===== src/rtl/counter_updown_n_if.sv =====
// Bus bundle for counter_updown_n: count/load controls in, count and terminal count out.
//   master : drives i_cep, i_cet, i_ud, i_pe_n, i_d; observes o_q, o_tc_c
//   slave  : the counter itself
//   i_cep  count enable (parallel)
//   i_cet  count enable (trickle), also gates o_tc_c
//   i_ud   direction, 1 = up, 0 = down
//   i_pe_n active-low synchronous parallel load
//   i_d    parallel load data
//   o_q    registered count value
//   o_tc_c terminal count, combinational from count, i_cet and i_ud
interface counter_updown_n_if #(
  parameter int unsigned WIDTH = 4
) ();
  logic             i_cep;
  logic             i_cet;
  logic             i_ud;
  logic             i_pe_n;
  logic [WIDTH-1:0] i_d;
  logic [WIDTH-1:0] o_q;
  logic             o_tc_c;

  modport master (
    output i_cep, i_cet, i_ud, i_pe_n, i_d,
    input  o_q, o_tc_c
  );

  modport slave (
    input  i_cep, i_cet, i_ud, i_pe_n, i_d,
    output o_q, o_tc_c
  );
endinterface


===== src/rtl/counter_updown_n.sv =====
// WIDTH-bit synchronous up/down counter with parallel load, programmable
// modulus and cascadable enables (CEP/CET -> TC).
// Ports:
//   i_cp   clock, all synchronous actions on the rising edge
//   i_mr_n asynchronous active-low master reset, clears the count
//   bus    counter_updown_n_if.slave (enables, direction, load, data, Q, TC)
// Optional feature macro: COUNTER_UPDOWN_N_SATURATE_EN
//   defined   : a step at the terminal value holds instead of wrapping
//   undefined : wrap (up past MODULUS-1 -> 0, down past 0 -> MODULUS-1)
// PD_* parameters document the board-level timing of the original part;
// they carry no delay into this synchronous implementation.
module counter_updown_n #(
  parameter string           NAME      = "counter_updown_n",
  parameter int unsigned     WIDTH     = 4,
  parameter longint unsigned MODULUS   = 16,
  parameter int              PD_Q      = 20,
  parameter int              PD_TC     = 25,
  parameter int              PD_CET_TC = 14
) (
  input  logic               i_cp,
  input  logic               i_mr_n,
  counter_updown_n_if.slave  bus
);

  // Terminal up value; MODULUS may equal 2^WIDTH so compute in 64 bits first.
  localparam logic [WIDTH-1:0] TERM = WIDTH'(MODULUS - 64'd1);

`ifdef COUNTER_UPDOWN_N_SATURATE_EN
  localparam bit SATURATE = 1'b1;
`else
  localparam bit SATURATE = 1'b0;
`endif

  // Elaboration-time sanity check of the parameter set.
  if (WIDTH == 0 || WIDTH > 32 || MODULUS < 64'd2 ||
      MODULUS > (64'd1 << WIDTH) ||
      PD_Q < 0 || PD_TC < 0 || PD_CET_TC < 0) begin : g_bad_param
    $error("%s: illegal parameter set", NAME);
  end

  logic [WIDTH-1:0] r_q;
  logic [WIDTH-1:0] w_q_next;
  logic             w_at_top;
  logic             w_at_zero;

  // Out-of-range values (> TERM) count as "at top" for stepping, not for TC.
  assign w_at_top  = (r_q >= TERM);
  assign w_at_zero = (r_q == '0);

  // Next-count selection: load beats step beats hold.
  always_comb begin
    w_q_next = r_q;
    if (!bus.i_pe_n) begin
      w_q_next = bus.i_d;
    end else if (bus.i_cep && bus.i_cet) begin
      if (bus.i_ud) begin
        if (w_at_top) w_q_next = SATURATE ? r_q : '0;
        else          w_q_next = r_q + WIDTH'(1);
      end else begin
        if (w_at_zero) w_q_next = SATURATE ? r_q : TERM;
        else           w_q_next = r_q - WIDTH'(1);
      end
    end
  end

  // Count register; reset is asynchronous and overrides any load or step.
  always_ff @(posedge i_cp or negedge i_mr_n) begin
    if (!i_mr_n) r_q <= '0;
    else         r_q <= w_q_next;
  end

  assign bus.o_q = r_q;

  // TC uses exact equality so out-of-range values never flag in up mode.
  assign bus.o_tc_c = bus.i_cet & (bus.i_ud ? (r_q == TERM) : w_at_zero);

endmodule


===== src/flat_wrapper.sv =====
// flat-port wrapper written by rule: the top's interface ports become plain ports
module counter_updown_n_flat 
#(
  parameter string           NAME      = "                ",
  parameter int unsigned     WIDTH     = 4,
  parameter longint unsigned MODULUS   = 16,
  parameter int              PD_Q      = 20,
  parameter int              PD_TC     = 25,
  parameter int              PD_CET_TC = 14
)
  (i_cp, i_mr_n, bus_i_cep, bus_i_cet, bus_i_ud, bus_i_pe_n, bus_i_d, bus_o_q, bus_o_tc_c);
  counter_updown_n_if #(.WIDTH(WIDTH)) bus_i ();
  input  logic i_cp;
  input  logic i_mr_n;
  input wire logic [$bits(bus_i.i_cep)-1:0] bus_i_cep;
  input wire logic [$bits(bus_i.i_cet)-1:0] bus_i_cet;
  input wire logic [$bits(bus_i.i_ud)-1:0] bus_i_ud;
  input wire logic [$bits(bus_i.i_pe_n)-1:0] bus_i_pe_n;
  input wire logic [$bits(bus_i.i_d)-1:0] bus_i_d;
  output wire logic [$bits(bus_i.o_q)-1:0] bus_o_q;
  output wire logic [$bits(bus_i.o_tc_c)-1:0] bus_o_tc_c;
  assign bus_i.i_cep = bus_i_cep;
  assign bus_i.i_cet = bus_i_cet;
  assign bus_i.i_ud = bus_i_ud;
  assign bus_i.i_pe_n = bus_i_pe_n;
  assign bus_i.i_d = bus_i_d;
  assign bus_o_q = bus_i.o_q;
  assign bus_o_tc_c = bus_i.o_tc_c;
  counter_updown_n #(.NAME(NAME), .WIDTH(WIDTH), .MODULUS(MODULUS), .PD_Q(PD_Q), .PD_TC(PD_TC), .PD_CET_TC(PD_CET_TC)) u_core (.i_cp(i_cp), .i_mr_n(i_mr_n), .bus(bus_i));
endmodule

===== config.mk =====
export PLATFORM = sky130hd
export DESIGN_NAME = counter_updown_n_flat
export DESIGN_NICKNAME = d
export VERILOG_FILES = /design/src/rtl/counter_updown_n_if.sv /design/src/rtl/counter_updown_n.sv /design/src/flat_wrapper.sv
export SDC_FILE = /design/constraint.sdc
export NUM_CORES = 1
export LEC_CHECK = 0
export CORE_AREA = 4 4 41 43
export CTS_CLUSTER_DIAMETER = 200
export DETAILED_ROUTE_END_ITERATION = 6
export DIE_AREA = 0 0 45 47
export GPL_ROUTABILITY_DRIVEN = 0
export PLACE_DENSITY = 0.5
export SLEW_MARGIN = 40
export SYNTH_ARGS = -nofsm -noshare
export SYNTH_HDL_FRONTEND = slang
export SYNTH_SLANG_ARGS = --single-unit

===== constraint.sdc =====
create_clock -name i_cp -period 2.5 [get_ports i_cp]
set_input_delay 0.375 -clock i_cp [delete_from_list [all_inputs] [get_ports i_cp]]
set_output_delay 0.375 -clock i_cp [all_outputs]
set_load 0.01 [all_outputs]

==> results.txt <==
WP data arrival -> 1900 ps
Library cells used by synthesis -> 22
Hold Fails Final Rpt -> 0
Biggest area consumer among synthesized cells -> dfrtp_1
Post-synthesis cell count -> 40
Hold crit path type -> input port to asynchronous set/reset pin
Part of the Yosys area used for sequential elements -> 30.77%
# setup viols final -> 0
Top cell type's share of synthesized area -> 30.77%
Post-synth EDFFs -> 0
Routed Antenna Nets -> 0
Post-Layout Cell Count -> 72
CP Launch Type -> flop
First-pass GRT wire length -> 1.407 mm
Grt ovf -> 0
H-tree Lvls -> 1
CTS sink count -> 4
Worst R2R Start -> u_core.bus.o_q[1]$_DFFE_PN0P_
CP required -> 2120 ps
Crit path time final -> 2275 ps
Synth async-reset ratio -> 100.0%
Vias in the first global route -> 315
Crit path launch -> u_core.bus.o_q[1]$_DFFE_PN0P_
Pleak -> 0.2112 nW
Power Density -> 505.0 nW/um2
# DRC -> 0
Measured slew at the worst slew-check pin -> 285.9 ps
Root buf cell -> clkbuf_4
# port buffers -> 14
Diodes inserted -> 0
Post_cts resized -> 0
DRT Wirelength -> 812 um
Final period util -> 90.98%
Yosys Warn Count -> 0
Max Cap Viol -> 0
Setup TNS -> 0 ps
Synth Flop Type -> dfrtp_1
Worst skew pair latency -> 230 ps
Largest net degree at the start of global routing -> 10
Post-synth top cells -> 6 x a21oi_1, 5 x nor2_1, 4 x dfrtp_1
Total CTS buffers -> 3
Total Routing Usage GR -> 9.652%
Synthesized Nets -> 52
Number of synthesized register bits -> 4
Layout Skew -> 2.118 ps
Fmax -> 439.7 MHz
Chip width -> 45 um
Status -> finished, final reports clean
DR WL/cell -> 11.28 um
Final core utilization -> 39.23%
Initial antenna violation count -> 0
Top-count cell post-synth -> a21oi_1
Layout cell share with drive strength beyond 1 -> 12.28%
CTS max path bufs -> 2
Final max-slew violation count -> 0
CTS tree -> built
Dpl cells -> 69
RSZ-0062 raised after global routing -> no
Vias -> 342
Cell Rows -> 13
Synth top area cells -> dfrtp_1 31%, a21oi_1 9.2%, ha_1 7.7%
WS Path Type -> flop to primary output
Die Ht -> 47 um
Peak supply drop -> 248.8 uV
Cell Area, Synth -> 325.3 um2
Critical path capture point type -> primary output
Layout Area Growth over Synthesis -> 56.92%
Core Area -> 1301 um2
Die Area -> 2115 um2
Post-CTS Setup Bufs -> 0
R2R depth -> 6
First-pass detailed-route iteration total -> 4
Max-slew headroom -> 80.88%
Critical-path maximum fanout -> 6
Hold Buf Count CTS -> 0
Initial cell density of the core -> 25.00%
DR iter-0 viols -> 4
Avg Inst Size Synth -> 8.133 um2
Ports -> 15
Max FFs per register -> 4
Clk pin slew, worst setup/hold paths -> 40 ps
Vias per inst -> 4.750
# nets final -> 71
## critical path: stages, from the launching register on
cell	delay [ps]
dfrtp_1	420
inv_1	120
ha_1	180
nand2b_1	80
o31ai_1	190
and2_1	150
clkdlybuf4s50_1	520
## cells in the final DEF (no fill, tap or decap), types with 2 or more instances in the layout
cell type,n
clkdlybuf4s50_1,14
a21oi_1,6
nor2_1,5
dfrtp_1,4
clkbuf_4,3
inv_1,2
nand4_1,2
nand2_1,2
a31oi_1,2
xnor2_1,2
ha_1,2
## cells by family after synthesis
| kind of cell | after synthesis | synth area share [%] |
|---|---|---|
| compound gates | 13 | 25.38 |
| xor+xnor | 3 | 8.078 |
| fa+ha+maj | 2 | 7.691 |
| buf+inv | 4 | 4.614 |
| flops | 4 | 30.77 |
| simple gates | 14 | 23.46 |
## area by class of cell
cell class | count | area (um2)
fill | 143 | 790.8
multi-input combinational | 32 | 210.2
timing repair buffer | 15 | 147.6
sequential | 4 | 100.1
clock buffer | 3 | 22.52
tap | 15 | 18.77
inverter | 3 | 11.26
## power breakdown
part	total (W)	switching (W)	internal [W]
combinational	0.0000915	0.0000399	0.0000516
sequential	0.0000865	0.0000139	0.0000726
clock	0.0000798	0.0000261	0.0000537
total	0.000258	0.0000799	0.000178
## metal layers
metal | routed length, um | global-route usage (%)
met5 | 0 | 0
met4 | 17 | 7.018
met3 | 59 | 2.299
met2 | 343 | 13.56
met1 | 392 | 12.79
## metrics by stage
| step | hold WS, ps | area (um2) | setup WS, ps | power, W |
|---|---|---|---|---|
| after floorplan | 79.41 | 325.3 | 1016 | 0.0001343 |
| after detailed placement | 607.7 | 488.0 | 229.3 | 0.0001791 |
| final | 355.9 | 510.5 | 225.5 | 0.0002578 |
| after global placement | 610.7 | 488.0 | 256.0 | 0.0001798 |
| after CTS | 352.9 | 510.5 | 192.6 | 0.0002634 |
| after global routing | 346.4 | 510.5 | 54.42 | 0.0002810 |
## final timing paths
check | slack, ps | endpoint
min in group i_cp | 680 | u_core.bus.o_q[1]$_DFFE_PN0P_
worst min-delay path | 360 | u_core.bus.o_q[1]$_DFFE_PN0P_
worst min register to register | 680 | u_core.bus.o_q[1]$_DFFE_PN0P_
worst max register to register | 1110 | u_core.bus.o_q[3]$_DFFE_PN0P_
max in group asynchronous | 1960 | u_core.bus.o_q[2]$_DFFE_PN0P_
worst max-delay path | 230 | bus_o_tc_c
No activity file was read; power rests on OpenSTA's default activity.
